$ cat config.mk
export PLATFORM = sky130hd
export DESIGN_NAME = inst_sequencer
export DESIGN_NICKNAME = d
export VERILOG_FILES = /design/src/rtl/inst_sequencer.sv
export SDC_FILE = /design/constraint.sdc
export NUM_CORES = 1
export LEC_CHECK = 0
export BUFFER_PORTS_ARGS = -buffer_cell sky130_fd_sc_hd__buf_2
export CORE_ASPECT_RATIO = 1.4
export CORE_UTILIZATION = 53
export DETAILED_ROUTE_END_ITERATION = 8
export PLACE_DENSITY = 0.79
export SYNTH_ARGS = -nofsm -noshare
export SYNTH_HDL_FRONTEND = slang
export SYNTH_SLANG_ARGS = --single-unit
$ cat constraint.sdc
create_clock -name clk -period 2.58 [get_ports clk]
set_input_delay 0.645 -clock clk [delete_from_list [all_inputs] [get_ports clk]]
set_output_delay 0.645 -clock clk [all_outputs]
set_load 0.02 [all_outputs]
$ cat src/rtl/inst_sequencer.sv
// inst_sequencer: steps the attention core through one Q write, K write,
// K load, execute and output drain per start request, emitting the
// 17-bit core instruction word as a combinational decode of state/counters.
module inst_sequencer #(
  parameter int unsigned total_cycle = 8,
  parameter int unsigned col         = 8,
  parameter int unsigned idle_gap    = 10
) (
  input  logic        clk,
  input  logic        reset,
  input  logic        start,
  input  logic        in_valid,
  input  logic        ofifo_valid,
  output logic [16:0] inst,
  output logic        in_ready,
  output logic        busy,
  output logic        done
);

  localparam int unsigned CW       = 4;
  localparam int unsigned KGAP_LEN = 3;
  localparam int unsigned GAP_MAX  = (idle_gap > KGAP_LEN - 1) ? idle_gap : KGAP_LEN - 1;
  localparam int unsigned GW       = $clog2(GAP_MAX + 1);

  localparam logic [CW-1:0] Q_LAST    = CW'(total_cycle - 1);
  localparam logic [CW-1:0] K_LAST    = CW'(col - 1);
  localparam logic [GW-1:0] KGAP_LAST = GW'(KGAP_LEN - 1);
  localparam logic [GW-1:0] WAIT_LAST = GW'(idle_gap);

  typedef enum logic [3:0] {
    S_IDLE  = 4'd0,
    S_QWR   = 4'd1,
    S_QGAP  = 4'd2,
    S_KWR   = 4'd3,
    S_KGAP  = 4'd4,
    S_LOAD  = 4'd5,
    S_LTAIL = 4'd6,
    S_WAIT  = 4'd7,
    S_EXEC  = 4'd8,
    S_XGAP  = 4'd9,
    S_DRAIN = 4'd10,
    S_DONE  = 4'd11
  } state_e;

  // Field layout of the core instruction word, MSB first.
  typedef struct packed {
    logic          ofifo_rd;
    logic [CW-1:0] qkmem_add;
    logic [CW-1:0] pmem_add;
    logic          execute;
    logic          load;
    logic          qmem_rd;
    logic          qmem_wr;
    logic          kmem_rd;
    logic          kmem_wr;
    logic          pmem_rd;
    logic          pmem_wr;
  } inst_t;

  state_e        state_q, state_d;
  logic [CW-1:0] cnt_q, cnt_d;   // beat / address / row counter
  logic [GW-1:0] sub_q, sub_d;   // settle-gap counter, also LOAD lead-in flag
  inst_t         inst_c;

  // State and counter registers with synchronous reset.
  always_ff @(posedge clk) begin
    if (reset) begin
      state_q <= S_IDLE;
      cnt_q   <= '0;
      sub_q   <= '0;
    end else begin
      state_q <= state_d;
      cnt_q   <= cnt_d;
      sub_q   <= sub_d;
    end
  end

  // Next-state logic and instruction/handshake decode.
  always_comb begin
    state_d  = state_q;
    cnt_d    = cnt_q;
    sub_d    = sub_q;
    inst_c   = '0;
    in_ready = 1'b0;
    busy     = (state_q != S_IDLE);
    done     = 1'b0;

    case (state_q)
      S_IDLE: begin
        cnt_d = '0;
        sub_d = '0;
        if (start) state_d = S_QWR;
      end

      S_QWR: begin
        in_ready = 1'b1;
        if (in_valid) begin
          inst_c.qmem_wr   = 1'b1;
          inst_c.qkmem_add = cnt_q;
          if (cnt_q == Q_LAST) begin
            cnt_d   = '0;
            state_d = S_QGAP;
          end else begin
            cnt_d = cnt_q + CW'(1);
          end
        end
      end

      S_QGAP: begin
        cnt_d   = '0;
        state_d = S_KWR;
      end

      S_KWR: begin
        in_ready = 1'b1;
        if (in_valid) begin
          inst_c.kmem_wr   = 1'b1;
          inst_c.qkmem_add = cnt_q;
          if (cnt_q == K_LAST) begin
            cnt_d   = '0;
            state_d = S_KGAP;
          end else begin
            cnt_d = cnt_q + CW'(1);
          end
        end
      end

      S_KGAP: begin
        if (sub_q == KGAP_LAST) begin
          sub_d   = '0;
          state_d = S_LOAD;
        end else begin
          sub_d = sub_q + GW'(1);
        end
      end

      // First LOAD cycle is a lead-in without kmem_rd; sub_q marks it done.
      S_LOAD: begin
        inst_c.load = 1'b1;
        if (sub_q == '0) begin
          sub_d = GW'(1);
        end else begin
          inst_c.kmem_rd   = 1'b1;
          inst_c.qkmem_add = cnt_q;
          if (cnt_q == K_LAST) begin
            cnt_d   = '0;
            sub_d   = '0;
            state_d = S_LTAIL;
          end else begin
            cnt_d = cnt_q + CW'(1);
          end
        end
      end

      S_LTAIL: begin
        inst_c.load = 1'b1;
        state_d     = S_WAIT;
      end

      S_WAIT: begin
        if (sub_q == WAIT_LAST) begin
          sub_d   = '0;
          state_d = S_EXEC;
        end else begin
          sub_d = sub_q + GW'(1);
        end
      end

      S_EXEC: begin
        inst_c.execute   = 1'b1;
        inst_c.qmem_rd   = 1'b1;
        inst_c.qkmem_add = cnt_q;
        if (cnt_q == Q_LAST) begin
          cnt_d   = '0;
          state_d = S_XGAP;
        end else begin
          cnt_d = cnt_q + CW'(1);
        end
      end

      S_XGAP: begin
        cnt_d   = '0;
        state_d = S_DRAIN;
      end

      S_DRAIN: begin
        if (ofifo_valid) begin
          inst_c.ofifo_rd = 1'b1;
          inst_c.pmem_wr  = 1'b1;
          inst_c.pmem_add = cnt_q;
          if (cnt_q == Q_LAST) begin
            cnt_d   = '0;
            state_d = S_DONE;
          end else begin
            cnt_d = cnt_q + CW'(1);
          end
        end
      end

      S_DONE: begin
        done    = 1'b1;
        state_d = S_IDLE;
      end

      default: begin
        cnt_d   = '0;
        sub_d   = '0;
        state_d = S_IDLE;
      end
    endcase

    // Reset silences every output in the same cycle it is asserted.
    if (reset) begin
      inst_c   = '0;
      in_ready = 1'b0;
      busy     = 1'b0;
      done     = 1'b0;
    end
  end

  assign inst = inst_c;

endmodule

=== After elaboration in Yosys (flattened, before gate mapping) ===
Cells that the tools add are included.

* Register bits: 12
* Bits in latches: 0
* Memory bits (writable): 0
* Bits in read-only memories: 0
* Input bits: 5
* Memories kept: 0

* $add $sub $neg: 2
* Multiply operators: 0
* Div/mod/pow operators: 0
* $lt $le $gt $ge: 0
* Equality and inequality tests: 28
* Shift operators: 0
* Muxes and demuxes: 43
* Bitwise operators: 2
* Reduce and logical (&&, ||, !) cells: 10

{| class="wikitable"
|+ Operator list
! cell !! count
|-
| $mux W4 || 24
|-
| $pmux W4 S11 || 1
|-
| $ne A2 B2 Y1 const B || 12
|-
| $eq A4 B3 Y1 const B || 5
|-
| $eq A4 B4 Y1 const B || 5
|-
| $pmux W4 S5 || 1
|-
| $mux W17 || 1
|-
| $pmux W4 S4 || 1
|-
| $mux W1 || 14
|-
| $eq A4 B2 Y1 const B || 3
|-
| $pmux W4 S3 || 1
|-
| $reduce_and A12 Y1 || 1
|-
| $add A4 B1 Y4 const B || 2
|-
| $logic_not A4 Y1 || 2
|-
| $reduce_or A8 Y1 || 1
|-
| $eq A4 B1 Y1 const B || 1
|-
| $reduce_and A4 Y1 || 1
|-
| $reduce_bool A4 Y1 || 1
|-
| $reduce_or A2 Y1 || 2
|-
| $reduce_or A4 Y1 || 1
|-
| $ne A3 B3 Y1 const B || 1
|-
| $ne A2 B1 Y1 const B || 1
|-
| $not A1 Y1 || 2
|-
| $reduce_and A2 Y1 || 1
|}

=== Logic depth before layout (Yosys ltp) ===
* Depth after elaboration: 4
* Mapped depth: 8
* Gate-level depth less buffers: 7

=== Least setup slack after synthesis ===
OpenSTA, ideal clock, no wires.

* Path kind: input -> output
* From: input reset
* To: output inst[7]
* Arrival: 1.872 ns
* Required time: 1.935 ns
* Setup slack: 0.063 ns
* Stages on the path: 3
* Path buffers: 2
* Cell sequence: clkbuf_1 -> nor4_1 -> buf_4

* Longest elaborated chain between the ends: 1

{| class="wikitable"
|+ Ends and longest elaborated chain
! what !! line !! source
|-
| start, declared || 10 || <nowiki>input logic reset,</nowiki>
|-
| $mux W17 || 213 || <nowiki>if (reset) begin</nowiki>
|-
| end, declared || 14 || <nowiki>output logic [16:0] inst,</nowiki>
|}

No other way between the ends.

=== Final worst setup path ===
* From: register sub_q[1]
* To: output inst[13]

* Longest elaborated chain between the ends: 4

{| class="wikitable"
|+ Ends and longest elaborated chain
! what !! line !! source
|-
| start, declared || 62 || <nowiki>logic [GW-1:0] sub_q, sub_d;</nowiki>
|-
| start signal, assigned || 74 || <nowiki>sub_q <= sub_d;</nowiki>
|-
| $logic_not A4 Y1 || 140 || <nowiki>if (sub_q == '0) begin</nowiki>
|-
| $mux W4 || 140 ||
|-
| $pmux W4 S3 || 88 || <nowiki>case (state_q)</nowiki>
|-
| $mux W17 || 213 ||
|}

No other way between the ends.

==> impl_metrics.py <==
metrics = {
    "clocking": {
        "cts_root_buf": "clkbuf_4",
        "clockBufferDepth": 2,
        "cts_buffers": 3,
        "clkLatencyLatePin_ns": 0.29,
        "clk_pin_slew_ns": 0.08,
        "cts.sinks": 12,
        "htreeDepth": 1,
        "cts_tree": "done",
    },
    "grt": {
        "grt_antenna_before_repair": 0,
        "grt_start_max_net_pins": 20,
        "grt_usage": 0.2592,
        "met2_usage": 0.4399,
        "use_met1": 0.2868,
        "overflow": 0,
        "grt_pass1_vias": 1002,
        "grt_pass1_wl_microns": 4181,
        "grt_busiest_layer": "met2",
        "grt_use_met3": 0.04000,
    },
    "route": {
        "wl_microns": 2777,
        "first_pass_iters": 4,
        "dr.first_iter.drc_count": 29,
        "drc": 0,
        "drtAntennaViolNets": 0,
        "post_drt_wl_per_cell_microns": 15.09,
        "viasPerCell": 6.201,
        "via_count": 1141,
    },
    "floorplanning": {
        "die-area_sq_um": 2254,
        "die_h_microns": 55.78,
        "pin_count": 25,
        "core_area_sq_um": 1949,
        "rows": 19,
        "initial_core_util": 0.5616,
        "fp.dieW_microns": 40.41,
    },
    "final_layout": {
        "fin_util": 0.6772,
        "syn_to_final_growth_pct": 20.57,
        "finalNetCount": 173,
        "fillers": 160,
        "layout-drive-gt1-share": 0.3190,
        "register_area_sq_um": 245.2,
        "fin_cells": 184,
        "multi_input_area_sq_um": 793.3,
        "num_antenna_cells": 0,
    },
    "setup_path": {
        "crit_type": "flip-flop to output pin",
        "critPathMaxFanout": 5,
        "r2r_end": "state_q[2]$_SDFFE_PP0P_",
        "end_kind": "output pin",
        "rr_worst_depth": 6,
        "worstSetupStartpointType": "flip-flop",
        "reg2reg_slack_ns": 0.61,
        "crit-reg2reg-launch": "cnt_q[0]$_SDFFE_PP0P_",
        "critPathArrivalTime_ns": 1.95,
        "critical_path_required_ns": 1.93,
        "crit_path_start": "sub_q[1]$_SDFFE_PP0P_",
    },
    "sta": {
        "rsz0062_at_grt": "yes",
        "worst_slew_pin_slew_ns": 0.4977,
        "hold_ws_ns": 0.5410,
        "setup_slack_ns": -0.01757,
        "max_slew_margin": 0.6667,
        "setup_viol": 1,
        "finalMaxSlewViolations": 0,
        "fin_skew_ns": 0.001593,
        "period_share": 1.007,
        "min_period_ns": 2.598,
        "max_freq_mhz": 385.0,
        "hold_viol_final": 0,
    },
    "logic_synthesis": {
        "synthArstFlopShare": 0,
        "synthCells": 140,
        "ys.flop_type": "dfxtp_1",
        "ys_seq_area_frac": 0.2194,
        "synth-edff-count": 0,
        "syn_avg_cell_area_sq_um": 7.820,
        "synth.cell_area_sq_um": 1095,
        "yosys.area.top_type": "dfxtp_1",
        "synthesis.nets": 149,
        "synth_area_leaders": "dfxtp_1 (22%), a21oi_1 (5.0%), and2_1 (4.6%)",
        "synth_most_common_cell": "dfxtp_1",
        "synth_top_cell_area_share": 0.2194,
        "ys_types": 51,
        "synthTopCellsByCount": "dfxtp_1 (12), a21oi_1 (11), nor2_1 (10), and2_1 (8), nand2b_1 (6)",
        "yosysWarnings": 0,
        "synth_seq_cells": 12,
    },
    "run": {
        "maxCapViolCount": 0,
    },
    "worst_hold_path": {
        "whs_path_depth": 2,
        "hp-class": "flip-flop to flip-flop",
        "hp-start": "sub_q[3]$_SDFFE_PP0P_",
        "hold_path_end": "sub_q[3]$_SDFFE_PP0P_",
    },
    "pwr": {
        "p_per_area_nw_per_um2": 651.4,
        "vdd_drop_max_mv": 0.4738,
        "p_leak_nw": 0.5394,
    },
    "placed_design": {
        "dp_cells": 178,
        "numPortBuffers": 23,
        "hpwl_microns": 1900,
        "globalplace.congestion": 0.8484,
    },
    "run_status": {
        "violations": "negative setup slack",
        "status": "finished with violations",
    },
}
metrics by stage:
stage / cell area [sq um] / worst slack [ns] / setup TNS, ns / total power [W]
2_1_floorplan: 1095 / 0.06305 / 0 / 0.0005845
3_3_place_gp: 1219 / 0.2869 / 0 / 0.0006688
3_5_place_dp: 1219 / 0.2321 / 0 / 0.0006850
4_1_cts: 1280 / 0.001299 / 0 / 0.0008525
5_1_grt: 1320 / -0.07273 / -0.2023 / 0.0009108
6_report: 1320 / -0.01757 / -0.01757 / 0.0008599
critical path, cell delays in order, from the launching register on:
cell,delay (ns)
dfxtp_4,0.35
inv_1,0.05
ha_1,0.12
or3b_4,0.40
and3_4,0.20
o21ai_2,0.14
a21oi_2,0.09
and2_1,0.18
buf_6,0.13
logic make-up (layout without fill, tap and decap cells):
| group | after synthesis | in the layout | share of synthesized area |
|---|---|---|---|
| adders and majority gates | 4 | 4 | 0.04572 |
| muxes | 2 | 2 | 0.01829 |
| other | 1 | 1 | 0.003425 |
| AOI/OAI and AO/OA | 36 | 36 | 0.2503 |
| and+or+nand+nor | 67 | 67 | 0.3806 |
| buffers and inverters | 17 | 40 | 0.07428 |
| xor gates and xnor gates | 1 | 1 | 0.008001 |
| DFF | 12 | 12 | 0.2194 |
worst max path at each step:
stage                     to  slack, ns
floorplan            inst[7]       0.06
global placement    inst[13]       0.29
detailed placement  inst[12]       0.23
CTS                 inst[12]      0.001
global route        inst[13]      -0.07
finish              inst[13]      -0.02
report_power, final:
part	internal [W]	leakage [nW]	switching (W)
combinational	0.000188	0.420	0.000257
clock	0.0000862	0.0210	0.0000740
sequential	0.000206	0.0984	0.0000490
total	0.000480	0.539	0.000380
repair_timing:
action | CTS | global route
resized for setup | 6 | 12
buffers inserted | 1 | 1
hold buffers | 0 | 0
endpoints found under the setup margin | 4 | 4
pin swaps | 2 | 6
cell type report:
| class | count | area share |
|---|---|---|
| Clock buffer | 4 | 0.02749 |
| Inverter | 5 | 0.01422 |
| Multi-Input combinational cell | 111 | 0.6009 |
| Sequential cell | 12 | 0.1858 |
| Tap cell | 21 | 0.01991 |
| Timing Repair Buffer | 31 | 0.1517 |
flip-flops by register name, summed over array words and instances, names as in the netlist:
name	count
cnt_q	4
state_q	4
sub_q	4
metal layers:
metal,up-vias,routed length (microns)
li1,564,-
met1,529,1121
met2,42,1469
met3,6,138
met4,0,48
met5,-,0
cells in the final DEF (no fill, tap or decap), types with 5 or more instances in the layout:
| master | count |
|---|---|
| nand2b_1 | 6 |
| buf_4 | 8 |
| nor2b_1 | 5 |
| nand2_1 | 5 |
| a21oi_1 | 10 |
| and2_1 | 5 |
| nand3_1 | 5 |
| buf_2 | 19 |
| nor2_1 | 10 |
| dfxtp_1 | 10 |
Note: power is estimated with default switching activity, not from simulation.
